==> config.mk <==
export PLATFORM = sky130hd
export DESIGN_NAME = exec_issue_scheduler
export DESIGN_NICKNAME = d
export VERILOG_FILES = /design/src/rtl/exec_issue_scheduler_pkg.sv /design/src/rtl/exec_issue_scheduler_rr_picker.sv /design/src/rtl/exec_issue_scheduler.sv
export SDC_FILE = /design/constraint.sdc
export NUM_CORES = 1
export LEC_CHECK = 0
export CAP_MARGIN = 20
export CELL_PAD_IN_SITES_DETAIL_PLACEMENT = 0
export CELL_PAD_IN_SITES_GLOBAL_PLACEMENT = 1
export CORE_AREA = 2 2 340 342
export CTS_CLUSTER_SIZE = 12
export DETAILED_ROUTE_END_ITERATION = 16
export DIE_AREA = 0 0 342 344
export GPL_ROUTABILITY_DRIVEN = 0
export MAX_ROUTING_LAYER = met4
export PLACE_DENSITY_LB_ADDON = 0.1
export SLEW_MARGIN = 20
export SYNTH_ARGS = -nofsm -noshare
export SYNTH_HDL_FRONTEND = slang
export SYNTH_HIERARCHICAL = 1
export SYNTH_SLANG_ARGS = --single-unit
==> constraint.sdc <==
create_clock -name clk -period 6 [get_ports clk]
set_input_delay 1.2 -clock clk [delete_from_list [all_inputs] [get_ports clk]]
set_output_delay 1.2 -clock clk [all_outputs]
set_load 0.03 [all_outputs]
==> src/rtl/exec_issue_scheduler_pkg.sv <==
// Shared micro-op types for the issue queue and scheduler.
// Provides the reservation-station cell and the load/store classifier.
package exec_issue_scheduler_pkg;

  typedef enum logic [3:0] {
    OPT_ALU,
    OPT_MUL,
    OPT_BR,
    OPT_LOAD,
    OPT_STORE,
    OPT_CSR
  } optype_t;

  typedef struct packed {
    optype_t    optype;
    logic [3:0] func;
  } uop_t;

  typedef struct packed {
    uop_t        op;
    logic [4:0]  rd;
    logic [31:0] src1;
    logic [31:0] src2;
    logic [5:0]  rob_tag;
  } res_st_cell_t;

  function automatic logic is_ldst(input optype_t optype);
    return optype inside {OPT_LOAD, OPT_STORE};
  endfunction

endpackage

==> src/rtl/exec_issue_scheduler_rr_picker.sv <==
// Round-robin picker: first set bit of elig scanning up from ptr,
// wrapping modulo N.
module rr_picker #(
  parameter  int N  = 8,
  localparam int PW = (N > 1) ? $clog2(N) : 1
) (
  input  logic [N-1:0]  elig,
  input  logic [PW-1:0] ptr,
  output logic          any,
  output logic [N-1:0]  grant_onehot,
  output logic [PW-1:0] idx
);

  int j;

  always_comb begin
    any          = 1'b0;
    idx          = '0;
    grant_onehot = '0;
    j            = 0;
    for (int k = 0; k < N; k++) begin
      j = int'(ptr) + k;
      if (j >= N) j = j - N;
      if (!any && elig[j]) begin
        any             = 1'b1;
        idx             = PW'(j);
        grant_onehot[j] = 1'b1;
      end
    end
  end

endmodule

==> src/rtl/exec_issue_scheduler.sv <==
// Dual-port issue scheduler: one ALU op and one load/store op per
// cycle from the reservation station into registered issue slots.
module exec_issue_scheduler
  import exec_issue_scheduler_pkg::*;
#(
  parameter int NUM_ENTRIES = 8
) (
  input  logic                   clk,
  input  logic                   rst,
  input  logic                   flush,
  input  logic [NUM_ENTRIES-1:0] entry_valid_in,
  input  logic [NUM_ENTRIES-1:0] entry_ready_in,
  input  res_st_cell_t           entries_in [NUM_ENTRIES],
  input  logic                   alu_stall_in,
  input  logic                   ldst_stall_in,
  output logic [NUM_ENTRIES-1:0] alu_grant_out,
  output logic [NUM_ENTRIES-1:0] ldst_grant_out,
  output res_st_cell_t           op1_out,
  output logic                   op1_valid_out,
  output res_st_cell_t           op2_out,
  output logic                   op2_valid_out
);

  localparam int PTR_W = $clog2(NUM_ENTRIES);

  logic [NUM_ENTRIES-1:0] alu_elig, ldst_elig;
  logic [NUM_ENTRIES-1:0] alu_oh, ldst_oh;
  logic                   alu_any, ldst_any;
  logic                   alu_accept, ldst_accept;
  logic                   alu_go, ldst_go;
  logic [PTR_W-1:0]       alu_idx, ldst_idx;
  logic [PTR_W-1:0]       alu_rr_ptr, ldst_rr_ptr;

  always_comb begin
    alu_elig  = '0;
    ldst_elig = '0;
    for (int i = 0; i < NUM_ENTRIES; i++) begin
      ldst_elig[i] = entry_valid_in[i] & entry_ready_in[i] &
                     is_ldst(entries_in[i].op.optype);
      alu_elig[i]  = entry_valid_in[i] & entry_ready_in[i] &
                     !is_ldst(entries_in[i].op.optype);
    end
  end

  rr_picker #(.N(NUM_ENTRIES)) u_alu_pick (
    .elig         (alu_elig),
    .ptr          (alu_rr_ptr),
    .any          (alu_any),
    .grant_onehot (alu_oh),
    .idx          (alu_idx)
  );

  rr_picker #(.N(NUM_ENTRIES)) u_ldst_pick (
    .elig         (ldst_elig),
    .ptr          (ldst_rr_ptr),
    .any          (ldst_any),
    .grant_onehot (ldst_oh),
    .idx          (ldst_idx)
  );

  assign alu_accept  = !op1_valid_out || !alu_stall_in;
  assign ldst_accept = !op2_valid_out || !ldst_stall_in;
  assign alu_go      = alu_any & alu_accept & !flush & !rst;
  assign ldst_go     = ldst_any & ldst_accept & !flush & !rst;

  assign alu_grant_out  = alu_go  ? alu_oh  : '0;
  assign ldst_grant_out = ldst_go ? ldst_oh : '0;

  function automatic logic [PTR_W-1:0] wrap_inc(
    input logic [PTR_W-1:0] i
  );
    return (i == PTR_W'(NUM_ENTRIES - 1)) ? '0 : i + 1'b1;
  endfunction

  always_ff @(posedge clk) begin
    if (rst) begin
      op1_out       <= '0;
      op2_out       <= '0;
      op1_valid_out <= 1'b0;
      op2_valid_out <= 1'b0;
      alu_rr_ptr    <= '0;
      ldst_rr_ptr   <= '0;
    end else if (flush) begin
      op1_valid_out <= 1'b0;
      op2_valid_out <= 1'b0;
    end else begin
      if (alu_go) begin
        op1_out       <= entries_in[alu_idx];
        op1_valid_out <= 1'b1;
        alu_rr_ptr    <= wrap_inc(alu_idx);
      end else if (alu_accept) begin
        op1_valid_out <= 1'b0;
      end
      if (ldst_go) begin
        op2_out       <= entries_in[ldst_idx];
        op2_valid_out <= 1'b1;
        ldst_rr_ptr   <= wrap_inc(ldst_idx);
      end else if (ldst_accept) begin
        op2_valid_out <= 1'b0;
      end
    end
  end

endmodule

==> summary.md, run 1 <==
| Metric | Value |
|---|---|
| Post-synth top flop | dfxtp_1 |
| Yosys top cell area share | 33.7% |
| Net Count, Synth | roughly 3,000 |
| Slew @ Worst Pin | ~0.74 ns |
| Remaining DRCs | 0 |
| Slew Viols, Final | 0 |
| Asr flop ratio synth | 0% |
| Final setup TNS | 0 ns |
| Crit path arrival time | ~4.7 ns |
| Largest net degree at the start of global routing | 54 |
| Min Tclk post-route | 5.92 ns |
| Number of synthesized flops with an enable pin | 0 |
| Num CTS Buffers | 17 |
| Worst R2R Setup Slack | 1.22 ns |
| Detail Placement HPWL | 106,000 um |
| Peak fanout along the critical path | 6 |
| Delay of the slowest cell on the worst path | 0.54 ns |
| Final Hold Viols | 0 |
| H-tree depth | 4 |
| Synth warnings | 6 |
| CP cell instances | clkdlybuf4s15_2 > nand3b_1 > a21oi_2 > buf_4 > nor2_2 > mux4_2 > mux4_2 > nor4b_4 > nor3b_4 > buf_6 > and4bb_1 > a21oi_2 > a22oi_1 > and3_4 > buf_12 |
| Worst hold path type | reg -> reg |
| Area growth syn-to-layout | 66.8% |
| Post-Synthesis Cell Area | ~20,000 um2 |
| Leak | 12.4 nW |
| Total design power | 15.7 mW |
| Final period util | 98.7% |
| Number of library cell types mapped by synthesis | 84 |
| Largest area contributor in the netlist | mux2i_1 |
| Most common cell after layout, fill and taps aside | clkdlybuf4s50_1 |
| # rows | 124 |
| Avg Inst Size Synth | 8.79 um2 |
| Total gr overflow | 0 |
| # IOs | 869 |
| Peak VDD IR | 0.000268 V |
| RSZ-0062 raised after global routing | yes |
| CP Class | in -> out |
| Maxcap violations | 0 |
| DR vias/cell | 4.78 |
| CP Capture Type | output pin |
| Core ar. | 114,000 um2 |
| Worst skew pair latency | 0.53 ns |
| PortBufs | 868 |
| CTS clk-pin slew, worst paths | roughly 0.070 ns |
| Overall Global Routing Usage | between 20% and 30% |
| Outcome | finished clean |
| CTS tree | built |
| CP Data Required Time | 4.80 ns |
| Cell Pwr Density | ~470 nW/um2 |
| CTS sink count | 174 |
| CTS root buf | clkbuf_16 |
| First-pass GRT wire length | between 150,000 and 200,000 um |
| Fin util | 29.4% |
| Die width | 342 um |
| Layout net count | 3,991 |
| Initial Util | 17.6% |
| 1st-iter DRT viols | between 1,000 and 1,500 |
| Vias in the first global route | 24,700 |
| Avg WL per Cell | 27.1 um |
| Initial antenna violation count | 29 |
| CTS Buffer Depth | 2 |
| Main area contributors after synthesis | mux2i_1, dfxtp_1, a22oi_1 |
| F_max | 169 MHz |
| Yosys reg bits | ~170 |
| Register area share after synthesis | 17.3% |
| Antenna Nets Post-Route | 0 |
| Die H | 344 um |
| Max-slew headroom | 50.4% |
| Post-route clock skew | roughly 0.022 ns |
| Setup Viol. Count Final | 0 |
| Drt total wl | 131,000 um |
| CP Launch Type | primary input |
| CP max-delay cell | mux4_2 |
| Vias | around 23,000 |
| DRT Pass-1 Iters | 7 |
| Most frequent cells in the layout | clkdlybuf4s50_1, mux2i_1, a22oi_1 |
| Share of cells above drive strength 1 | 17.6% |
| Cells after synthesis | 2,286 |
| Die area | ~120,000 um2 |
-- what timing repair did --
action | in CTS | in global routing
pin swaps | 10 | 22
resized for setup | 71 | 46
cloned | 0 | 0
hold buffers | 0 | 0
setup endpoints to repair | 16 | 17
setup buffers | 2 | 4
-- final cells by class --
class                           count  area (um2)
Tap cell                         1512        1890
Sequential cell                   174        3480
Clock buffer                       17         425
Clock inverter                     15         151
Fill cell                       12000       80400
Timing Repair Buffer             1204       12400
Inverter                           16        62.6
Antenna cell                       20        50.0
Multi-Input combinational cell   1873       15100
-- routing by layer --
metal | global-route usage, % | up-vias | part of all wire, %
met2 | 39.2 | 876 | 50
met4 | 6.30 | 0 | 2.7
met3 | 4.27 | 128 | 5.5
met1 | 25.1 | 11300 | 41
met5 | - | - | 0
li1 | - | 10800 | -
-- metrics by stage --
stage	instance area [um2]	hold slack (ns)	worst slack [ns]	cells
3_5_place_dp	32800	0.482	-0.721	4777
6_report	33500	0.496	0.0809	4831
3_3_place_gp	32800	0.479	-0.910	4775
2_1_floorplan	20100	0.462	0.737	2286
5_1_grt	33500	0.529	-0.0295	4831
4_1_cts	33500	0.503	0.000171	4809
-- synth_stat cells, types with 12 or more instances --
cell      count
buf_1        12
and3_1       22
buf_6        31
o21ai_1      72
mux4_2       17
a22oi_1     338
buf_12       24
o21ai_0      26
nand2_1      47
buf_4        16
mux2i_1     676
clkbuf_1     54
nor3_2       83
ha_1         20
nor2_1      202
inv_1        13
dfxtp_1     174
mux2_2       18
buf_2        75
a21oi_1     197
nand3_1      12
-- worst paths after layout --
| kind | cells past startpoint | end | start |
|---|---|---|---|
| min reg2reg | 2 | op1_out[14] | op1_out[14] |
| max reg2reg | 16 | op1_out[37] | alu_rr_ptr[0] |
| max | 15 | alu_grant_out[1] | entries_in[81] |
| min | 2 | op1_out[14] | op1_out[14] |
-- where the power goes --
part / leakage [nW] / switching (mW) / internal (mW)
sequential: 1.44 / 0.213 / 1.45
combinational: 10.7 / 6.83 / 5.98
clock: 0.270 / 0.665 / 0.552
total: 12.4 / 7.71 / 7.98
-- sequential cells by signal, summed over array words and instances, names as in the netlist --
signal	cells
op1_out	83
op2_valid_out	1
op2_out	83
ldst_rr_ptr	3
alu_rr_ptr	3
op1_valid_out	1
-- kinds of logic after synthesis --
group                    share of synthesized area (%)
AO/OA/AOI/OAI                                     22.5
adder cells (fa/ha/maj)                           1.25
XOR/XNOR                                         0.349
AND/OR/NAND/NOR                                   12.4
buffers and inverters                             8.54
multiplexers                                      37.6
flip-flops                                        17.3
-- worst max-delay path, delay by kind of cell --
kind / cells / cell delay (ns)
simple gates: 6 / 1.42
compound gates: 3 / 0.40
buf+inv: 4 / 0.66
mux: 2 / 1.03
(Power assumes the default switching activity.)
==> run 2: changes to the inputs <==
--- a/config.mk
+++ b/config.mk
@@ -13,6 +13,7 @@
 export DETAILED_ROUTE_END_ITERATION = 16
 export DIE_AREA = 0 0 342 344
 export GPL_ROUTABILITY_DRIVEN = 0
+export HOLD_SLACK_MARGIN = 0.1
 export MAX_ROUTING_LAYER = met4
 export PLACE_DENSITY_LB_ADDON = 0.1
 export SLEW_MARGIN = 20
==> results of run 2 <==
No change in the layout: final DEF, timing and power equal those of run 1.
==> run 3: changes to the inputs <==
--- a/config.mk
+++ b/config.mk
@@ -5,13 +5,14 @@
 export SDC_FILE = /design/constraint.sdc
 export NUM_CORES = 1
 export LEC_CHECK = 0
+export ABC_AREA = 1
 export CAP_MARGIN = 20
-export CELL_PAD_IN_SITES_DETAIL_PLACEMENT = 0
+export CELL_PAD_IN_SITES_DETAIL_PLACEMENT = 1
 export CELL_PAD_IN_SITES_GLOBAL_PLACEMENT = 1
-export CORE_AREA = 2 2 340 342
+export CORE_AREA = 2 2 334 336
 export CTS_CLUSTER_SIZE = 12
 export DETAILED_ROUTE_END_ITERATION = 16
-export DIE_AREA = 0 0 342 344
+export DIE_AREA = 0 0 336 338
 export GPL_ROUTABILITY_DRIVEN = 0
 export HOLD_SLACK_MARGIN = 0.1
 export MAX_ROUTING_LAYER = met4
==> summary.md, run 3 <==
| Metric | Value |
|---|---|
| Outcome | finished clean |
| DR vias/cell | 4.77 |
| Drt total wl | 155,000 um |
| Placed Area | 33,700 um2 |
| Register area share after synthesis | approximately 15% |
| Share of cells above drive strength 1 | 3.94% |
| Synth warnings | 6 |
| CP cell instances | inv_2 > ha_1 > inv_1 > nand3_1 > nand2_1 > nor2_1 > a31oi_2 > inv_2 > nor2_4 > buf_4 > nand4_1 > nand3_1 > inv_1 > nor2_1 > buf_12 |
| Post-Synthesis Cell Area | 23,600 um2 |
| DRT Pass-1 Iters | 7 |
| CTS root buf | clkbuf_16 |
| Die area | 114,000 um2 |
| CTS sink count | 174 |
| # rows | about 120 |
| Finished layout cell area | 34,400 um2 |
| Fin util | 31.3% |
| Slew Viols, Final | 0 |
| Fill cell count | ~15,000 |
| Vias | 33,000 |
| Post-CTS Repair Setup Buffers | 0 |
| H-tree depth | 4 |
| CP Class | reg -> out |
| Yosys top cell area share | a little over a quarter |
| Commonest cells in the netlist | nand2_1, nand3_1, inv_1 |
| Total gr overflow | 0 |
| F_max | approximately 180 MHz |
| Main area contributors after synthesis | nand2_1, nand3_1, dfxtp_1 |
| 1st-iter DRT viols | 1,881 |
| Net Count, Synth | 5,436 |
| Min Tclk post-route | 5.55 ns |
| Largest area contributor in the netlist | nand2_1 |
| Post_cts resized | 0 |
| Number of library cell types mapped by synthesis | 38 |
| Maxcap violations | 0 |
| Slew @ Worst Pin | roughly 1.1 ns |
| RSZ-0062 raised after global routing | no |
| Layout net count | 6,071 |
| Crit path arrival time | 4.35 ns |
| Area growth syn-to-layout | 46.0% |
| Most frequent cells in the layout | nand2_1, nand3_1, clkdlybuf4s50_1 |
| Most common cell after layout, fill and taps aside | nand2_1 |
| Detail Placement HPWL | around 110,000 um |
| Cells after synthesis | 4,731 |
| Setup Viol. Count Final | 0 |
| Peak fanout along the critical path | 23 |
| Post-synth top flop | dfxtp_1 |
| Largest net degree at the start of global routing | 173 |
| CTS Buffer Depth | 2 |
| Top flop regs | op1_out x83, op2_out x83 |
| Final Hold Viols | 0 |
| Die H | 338 um |
| CTS clk-pin slew, worst paths | 0.08 ns |
| CTS tree | built |
| Initial antenna violation count | 51 |
| Num CTS Buffers | 17 |
| Worst skew pair latency | 0.54 ns |
| Remaining DRCs | 0 |
| Avg WL per Cell | 22.4 um |
| Worst hold path type | reg -> reg |
| CP max-delay cell | inv_1 |
| Delay of the slowest cell on the worst path | around 0.63 ns |
| # IOs | 869 |
| PortBufs | 868 |
| DP Cell Count | ~7,000 |
| CTS Hold Buffers Added | 0 |
| Most instantiated library cell after synthesis | nand2_1 |
| CP Launch Type | flip-flop |
| CP Data Required Time | 4.80 ns |
| Final setup TNS | 0 ns |
| Avg Inst Size Synth | 4.98 um2 |
| Asr flop ratio synth | 0% |
| Vias in the first global route | 33,500 |
| Initial Util | between 20% and 30% |
| Max-slew headroom | 29.9% |
| Core ar. | roughly 110,000 um2 |
| Die width | 336 um |
| CP Capture Type | output pin |
| Final Non-Filler Cells | ~6,900 |
| Yosys reg bits | 174 |
| First-pass GRT wire length | 224,000 um |
| Antenna Nets Post-Route | 0 |
| Number of synthesized flops with an enable pin | 0 |
| Overall Global Routing Usage | 27.3% |
| Post-route clock skew | about 0.017 ns |
| Final period util | 92.4% |
==> run 3: cell types whose count changed in the layout (fill, tap and decap cells not counted), sizes merged, moves of 33 or more <==
cell,delta
mux2i,-679
inv,+757
nand4,+38
buf,-245
a22oi,-338
nand2,+1638
clkdlybuf4s50,+33
nor2,-90
o21ai,+84
nand3,+1114
==> run 3: critical path, delay by kind of cell, from the launching register on <==
kind	cells	cell delay, ns
AOI/OAI and AO/OA	1	0.34
adders and majority gates	1	0.55
buffers and inverters	6	1.53
and+or+nand+nor	7	1.05
DFF	1	0.32
==> run 3: final timing paths <==
| path | start | endpoint | cells past startpoint | slack [ns] |
|---|---|---|---|---|
| setup / recovery | ldst_rr_ptr[0] | ldst_grant_out[2] | 15 | 0.45 |
| hold / removal | op1_valid_out | op1_valid_out | 2 | 0.51 |
| setup reg to reg | ldst_rr_ptr[0] | op2_out[2] | 18 | 1.09 |
| hold reg to reg | op1_valid_out | op1_valid_out | 2 | 0.51 |
==> run 3: cell type report <==
type	count	area (um2)	share of cell area (%)
Clock buffer	19	453	1.32
Multi-Input combinational cell	3432	15400	44.9
Timing Repair Buffer	963	9920	28.8
Sequential cell	174	3480	10.1
Inverter	778	2970	8.64
Antenna cell	48	120	0.349
Clock inverter	13	155	0.451
Tap cell	1488	1860	5.41
==> run 3: logic make-up (layout without fill, tap and decap cells) <==
kind of cell    Yosys count  count (layout)  share of synthesized area, %
other cells               0              48                             0
compound gates          369             369                          7.99
fa+ha+maj                20              20                          1.06
buf+inv                1125            1773                          20.0
simple gates           3041            3041                          56.1
xor+xnor                  2               2                        0.0743
flops                   174             174                          14.8
==> run 3: per-layer routing <==
| layer | track usage, % | share of wire (%) |
|---|---|---|
| met5 | - | 0 |
| met4 | 11.6 | 3.9 |
| met3 | 4.63 | 5.1 |
| met2 | 44.6 | 48 |
| met1 | 33.0 | 43 |
==> run 3: metrics by stage <==
stage                     hold WS (ns)  setup slack (ns)
after floorplan                  0.457              1.38
after global placement           0.509             0.454
after detailed placement         0.505             0.474
after CTS                        0.522             0.454
after global routing             0.548            0.0899
final                            0.510             0.455
Power of run 3 is left out: the tool's default activity adds up to more than one toggle a clock period on the data nets, which glitch-free logic cannot reach.
